===== src/rtl/wb_regfile_if.sv =====
// Bus bundle between the write-back / issue / operand stages and the register file.
// The master side drives write-back, busy marking and read addresses; the slave returns operands.
interface wb_regfile_if #(
    parameter int unsigned DATA_W = 4,
    parameter int unsigned ADDR_W = 3
);
    logic              wr_en;
    logic [ADDR_W-1:0] wr_addr;
    logic [DATA_W-1:0] wr_data;
    logic              set_busy;
    logic [ADDR_W-1:0] busy_addr;
    logic [ADDR_W-1:0] rd_addr_a;
    logic [ADDR_W-1:0] rd_addr_b;
    logic [DATA_W-1:0] rd_data_a;
    logic [DATA_W-1:0] rd_data_b;
    logic              rd_busy_a;
    logic              rd_busy_b;
    logic              any_busy;

    modport master (
        output wr_en, wr_addr, wr_data, set_busy, busy_addr, rd_addr_a, rd_addr_b,
        input  rd_data_a, rd_data_b, rd_busy_a, rd_busy_b, any_busy
    );

    modport slave (
        input  wr_en, wr_addr, wr_data, set_busy, busy_addr, rd_addr_a, rd_addr_b,
        output rd_data_a, rd_data_b, rd_busy_a, rd_busy_b, any_busy
    );
endinterface


===== src/rtl/wb_regfile.sv =====
// Architectural register file with write-back bypass, per-register busy scoreboard
// and a hardwired-zero register 0.
module wb_regfile #(
    parameter int unsigned DATA_W = 4,
    parameter int unsigned NREG   = 8,
    parameter int unsigned ADDR_W = 3
) (
    input  logic         clk,
    input  logic         reset,
    wb_regfile_if.slave  bus
);

    logic [DATA_W-1:0] r_regs [NREG];
    logic [NREG-1:0]   r_busy;
    logic              r_any_busy;

    logic              w_wr_ok;
    logic              w_set_ok;
    logic [NREG-1:0]   w_busy_next;
    logic [DATA_W-1:0] w_rd_data_a;
    logic [DATA_W-1:0] w_rd_data_b;
    logic              w_rd_busy_a;
    logic              w_rd_busy_b;

    assign w_wr_ok  = bus.wr_en    && (bus.wr_addr   != '0);
    assign w_set_ok = bus.set_busy && (bus.busy_addr != '0);

    // Clear on retirement first so a same-address issue leaves the bit set.
    always_comb begin
        w_busy_next = r_busy;
        if (w_wr_ok)  w_busy_next[bus.wr_addr]   = 1'b0;
        if (w_set_ok) w_busy_next[bus.busy_addr] = 1'b1;
    end

    always_ff @(posedge clk) begin
        if (reset) begin
            for (int unsigned i = 0; i < NREG; i++) r_regs[i] <= '0;
            r_busy     <= '0;
            r_any_busy <= 1'b0;
        end else begin
            if (w_wr_ok) r_regs[bus.wr_addr] <= bus.wr_data;
            r_busy     <= w_busy_next;
            r_any_busy <= |w_busy_next;
        end
    end

    // Port A: zero register, then same-cycle write-back bypass, then stored state.
    always_comb begin
        w_rd_data_a = '0;
        w_rd_busy_a = 1'b0;
        if (bus.rd_addr_a != '0) begin
            if (w_wr_ok && (bus.wr_addr == bus.rd_addr_a)) begin
                w_rd_data_a = bus.wr_data;
            end else begin
                w_rd_data_a = r_regs[bus.rd_addr_a];
                w_rd_busy_a = r_busy[bus.rd_addr_a];
            end
        end
    end

    always_comb begin
        w_rd_data_b = '0;
        w_rd_busy_b = 1'b0;
        if (bus.rd_addr_b != '0) begin
            if (w_wr_ok && (bus.wr_addr == bus.rd_addr_b)) begin
                w_rd_data_b = bus.wr_data;
            end else begin
                w_rd_data_b = r_regs[bus.rd_addr_b];
                w_rd_busy_b = r_busy[bus.rd_addr_b];
            end
        end
    end

    assign bus.rd_data_a = w_rd_data_a;
    assign bus.rd_data_b = w_rd_data_b;
    assign bus.rd_busy_a = w_rd_busy_a;
    assign bus.rd_busy_b = w_rd_busy_b;
    assign bus.any_busy  = r_any_busy;

endmodule


===== src/flat_wrapper.sv =====
// flat-port wrapper written by rule: the top's interface ports become plain ports
module wb_regfile_flat 
#(
    parameter int unsigned DATA_W = 4,
    parameter int unsigned NREG   = 8,
    parameter int unsigned ADDR_W = 3
)
  (clk, reset, bus_wr_en, bus_wr_addr, bus_wr_data, bus_set_busy, bus_busy_addr, bus_rd_addr_a, bus_rd_addr_b, bus_rd_data_a, bus_rd_data_b, bus_rd_busy_a, bus_rd_busy_b, bus_any_busy);
  wb_regfile_if #(.DATA_W(DATA_W), .ADDR_W(ADDR_W)) bus_i ();
  input  logic clk;
  input  logic reset;
  input wire logic [$bits(bus_i.wr_en)-1:0] bus_wr_en;
  input wire logic [$bits(bus_i.wr_addr)-1:0] bus_wr_addr;
  input wire logic [$bits(bus_i.wr_data)-1:0] bus_wr_data;
  input wire logic [$bits(bus_i.set_busy)-1:0] bus_set_busy;
  input wire logic [$bits(bus_i.busy_addr)-1:0] bus_busy_addr;
  input wire logic [$bits(bus_i.rd_addr_a)-1:0] bus_rd_addr_a;
  input wire logic [$bits(bus_i.rd_addr_b)-1:0] bus_rd_addr_b;
  output wire logic [$bits(bus_i.rd_data_a)-1:0] bus_rd_data_a;
  output wire logic [$bits(bus_i.rd_data_b)-1:0] bus_rd_data_b;
  output wire logic [$bits(bus_i.rd_busy_a)-1:0] bus_rd_busy_a;
  output wire logic [$bits(bus_i.rd_busy_b)-1:0] bus_rd_busy_b;
  output wire logic [$bits(bus_i.any_busy)-1:0] bus_any_busy;
  assign bus_i.wr_en = bus_wr_en;
  assign bus_i.wr_addr = bus_wr_addr;
  assign bus_i.wr_data = bus_wr_data;
  assign bus_i.set_busy = bus_set_busy;
  assign bus_i.busy_addr = bus_busy_addr;
  assign bus_i.rd_addr_a = bus_rd_addr_a;
  assign bus_i.rd_addr_b = bus_rd_addr_b;
  assign bus_rd_data_a = bus_i.rd_data_a;
  assign bus_rd_data_b = bus_i.rd_data_b;
  assign bus_rd_busy_a = bus_i.rd_busy_a;
  assign bus_rd_busy_b = bus_i.rd_busy_b;
  assign bus_any_busy = bus_i.any_busy;
  wb_regfile #(.DATA_W(DATA_W), .NREG(NREG), .ADDR_W(ADDR_W)) u_core (.clk(clk), .reset(reset), .bus(bus_i));
endmodule

===== config.mk =====
export PLATFORM = sky130hd
export DESIGN_NAME = wb_regfile_flat
export DESIGN_NICKNAME = d
export VERILOG_FILES = /design/src/rtl/wb_regfile_if.sv /design/src/rtl/wb_regfile.sv /design/src/flat_wrapper.sv
export SDC_FILE = /design/constraint.sdc
export NUM_CORES = 1
export LEC_CHECK = 0
export ABC_AREA = 1
export BUFFER_PORTS_ARGS = -buffer_cell sky130_fd_sc_hd__buf_2
export CELL_PAD_IN_SITES_DETAIL_PLACEMENT = 1
export CELL_PAD_IN_SITES_GLOBAL_PLACEMENT = 2
export CORE_ASPECT_RATIO = 0.8
export CORE_MARGIN = 3
export CORE_UTILIZATION = 30
export CTS_BUF_LIST = sky130_fd_sc_hd__clkbuf_16
export CTS_CLUSTER_SIZE = 12
export DETAILED_ROUTE_END_ITERATION = 10
export PLACE_DENSITY_LB_ADDON = 0.1
export SETUP_SLACK_MARGIN = 0.02
export SYNTH_ARGS = -nofsm -noshare
export SYNTH_HDL_FRONTEND = slang
export SYNTH_SLANG_ARGS = --single-unit

===== constraint.sdc =====
create_clock -name clk -period 1.35 [get_ports clk]
set_input_delay 0.27 -clock clk [delete_from_list [all_inputs] [get_ports clk]]
set_output_delay 0.27 -clock clk [all_outputs]
set_load 0.01 [all_outputs]

==> flow_summary.json <==
{
  "status": "finished with violations",
  "violations": "negative setup slack",
  "routed_wl_mm": 9.69,
  "dpl_cell_area_um2": 3320,
  "worstPathMaxFanout": 2,
  "crit_path_end_kind": "output pin",
  "port_buffers": 30,
  "async_reset_ff_frac": 0,
  "synthCells": 388,
  "slew_violations": 0,
  "grt_max_degree": 20,
  "gp_congestion": 0.821,
  "initialDrtViolationCount": 113,
  "core_area_um2": 8600,
  "syn2layout_area_growth_pct": 35.1,
  "grt-ovfl-total": 0,
  "final_area_um2": 3640,
  "cts_root_buf": "clkbuf_16",
  "fin_skew_ps": 2.04,
  "final.period_utilization": 1.22,
  "hpwlAfterDp_mm": 7.90,
  "cp-start-kind": "flip-flop",
  "holdCritPathClass": "input port to flip-flop",
  "yosysUniqueCellTypes": 24,
  "die_h_um": 90.8,
  "synthTopCellsByCount": "nand2_1 (145), nor2_1 (52), nand3_1 (51), edfxtp_1 (32), inv_1 (26)",
  "synth_area_leaders": "edfxtp_1 (36%), nand2_1 (20%), nand3_1 (9.5%)",
  "die_x_um": 112,
  "cts_tree": "done",
  "timing.hold.ws_ps": 311,
  "drive_gt1_frac": 0.299,
  "synth_top_flop_cell": "edfxtp_1",
  "first_pass_iters": 4,
  "avgViaCountPerCell": 4.80,
  "multi_input_area_um2": 1500,
  "setup_violations": 10,
  "yosysTopAreaCellShare": 0.356,
  "seq_area_frac_synth": 0.423,
  "cts_sinks": 41,
  "finalHoldViolCount": 0,
  "final_period_minus_worst_setup_slack_ps": 1650,
  "max_freq_mhz": 606,
  "first_global_vias": 2679,
  "fin_tns_setup_ps": -2590,
  "nFillCells": 1089,
  "nets": 471,
  "required_ps": 1080,
  "yosys_register_bits": 41,
  "avgSynthCellArea_um2": 6.95,
  "synth-edff-count": 32,
  "crit_arrival_ps": 1380,
  "synth_top_area_cell": "edfxtp_1",
  "wl_per_cell_um": 17.2,
  "ys_warn_count": 0,
  "timing.final.ws_setup_ps": -300,
  "start_util": 0.314,
  "cts_buffers": 5,
  "die_area_um2": 10200,
  "syn_area_um2": 2700,
  "ant_nets": 0,
  "cts-htree-levels": 2,
  "insertion_delay_ps": 290,
  "grt_pass1_wl_mm": 15.0,
  "grt_use_total": 0.194,
  "grt_antenna_before_repair": 0,
  "clockBufferDepth": 2,
  "num_io_pins": 31,
  "placement_rows": 30,
  "diodes": 0,
  "clkTransAtPathRegs_ps": 70,
  "finish.utilization": 0.424,
  "regArea_um2": 1150,
  "p_per_area_nw_per_um2": 1000,
  "vdd_ir_drop_max_mv": 0.487,
  "cap_violations": 0,
  "rsz0062_at_grt": "yes",
  "p_leak_uw": 0.00171,
  "crit_type": "flip-flop to output pin",
  "yosysMostFrequentCell": "nand2_1",
  "num_vias": 2705,
  "drc": 0
}
[path summary, 6_finish.rpt]
check                           start                   to  slack [ps]  cells after the start
setup / recovery  u_core.r_regs[2][3]     bus_rd_data_b[3]        -300                      9
hold / removal       bus_busy_addr[0]     u_core.r_busy[5]         310                      3
setup reg to reg     u_core.r_busy[6]  u_core.bus.any_busy         390                      7
hold reg to reg      u_core.r_busy[0]     u_core.r_busy[0]         460                      2
[per-layer routing]
layer,vias to the layer above,routed length [um],global-route usage
li1,1365,-,-
met1,1298,5220,0.289
met2,40,4230,0.300
met3,2,211,0.0255
met4,0,35,0.0390
met5,-,0,0
[flip-flops by register name, summed over array words and instances, names as in the netlist]
name	count
u_core.r_regs	32
u_core.bus.any_busy	1
u_core.r_busy	8
[metrics by stage]
step | cells | setup WS, ps | power, uW
2_1_floorplan | 391 | 28.8 | 1960
3_3_place_gp | 555 | -348 | 2290
3_5_place_dp | 555 | -332 | 2300
4_1_cts | 564 | -300 | 3650
5_1_grt | 564 | -387 | 3810
6_report | 564 | -300 | 3650
[cell type report]
cell class                      count  share of cell area
Multi-Input combinational cell    299               0.413
Sequential cell                    41               0.316
Timing Repair Buffer               72               0.151
Clock buffer                        6              0.0412
Tap cell                          112              0.0385
Inverter                           32              0.0364
Clock inverter                      2             0.00378
[repair_timing]
action	in CTS	in global routing
endpoints found under the setup margin	10	10
setup buffers	1	0
resized for setup	34	13
hold buffers	0	0
pin swaps	36	10
[cells by family (layout without fill, tap and decap cells)]
| group | after synthesis | after routing | share of synthesized area |
|---|---|---|---|
| XOR/XNOR | 6 | 6 | 0.0251 |
| buffers and inverters | 51 | 112 | 0.0849 |
| other | 1 | 4 | 0.00139 |
| AND/OR/NAND/NOR | 255 | 255 | 0.396 |
| AO/OA/AOI/OAI | 34 | 34 | 0.0691 |
| flip-flops | 41 | 41 | 0.423 |
[layout by cell type (no fill, tap or decap), types with 7 or more instances in the layout]
cell type / netlist / routed
nand2_1: 145 / 138
nand3_1: 51 / 47
buf_2: 8 / 25
nand2_2: 1 / 8
dfxtp_2: 0 / 7
inv_2: 3 / 8
o21ai_1: 8 / 9
inv_1: 26 / 21
buf_4: 6 / 39
edfxtp_1: 32 / 32
a21oi_1: 18 / 16
nor2_2: 4 / 12
nor2_1: 52 / 43
[where the power goes]
part	internal [uW]	switching, uW
Clock	801	517
Sequential	1440	61.7
Combinational	337	493
Total	2580	1070
[critical path, stage by stage, from the launching register on]
cell,delay (ps)
edfxtp_1,460
nand2_1,90
nand3_1,70
nand2_1,80
nand2_1,60
nand2_1,60
nand2_1,40
inv_1,60
nor2_2,30
buf_2,130
No activity file was read; power rests on OpenSTA's default activity.
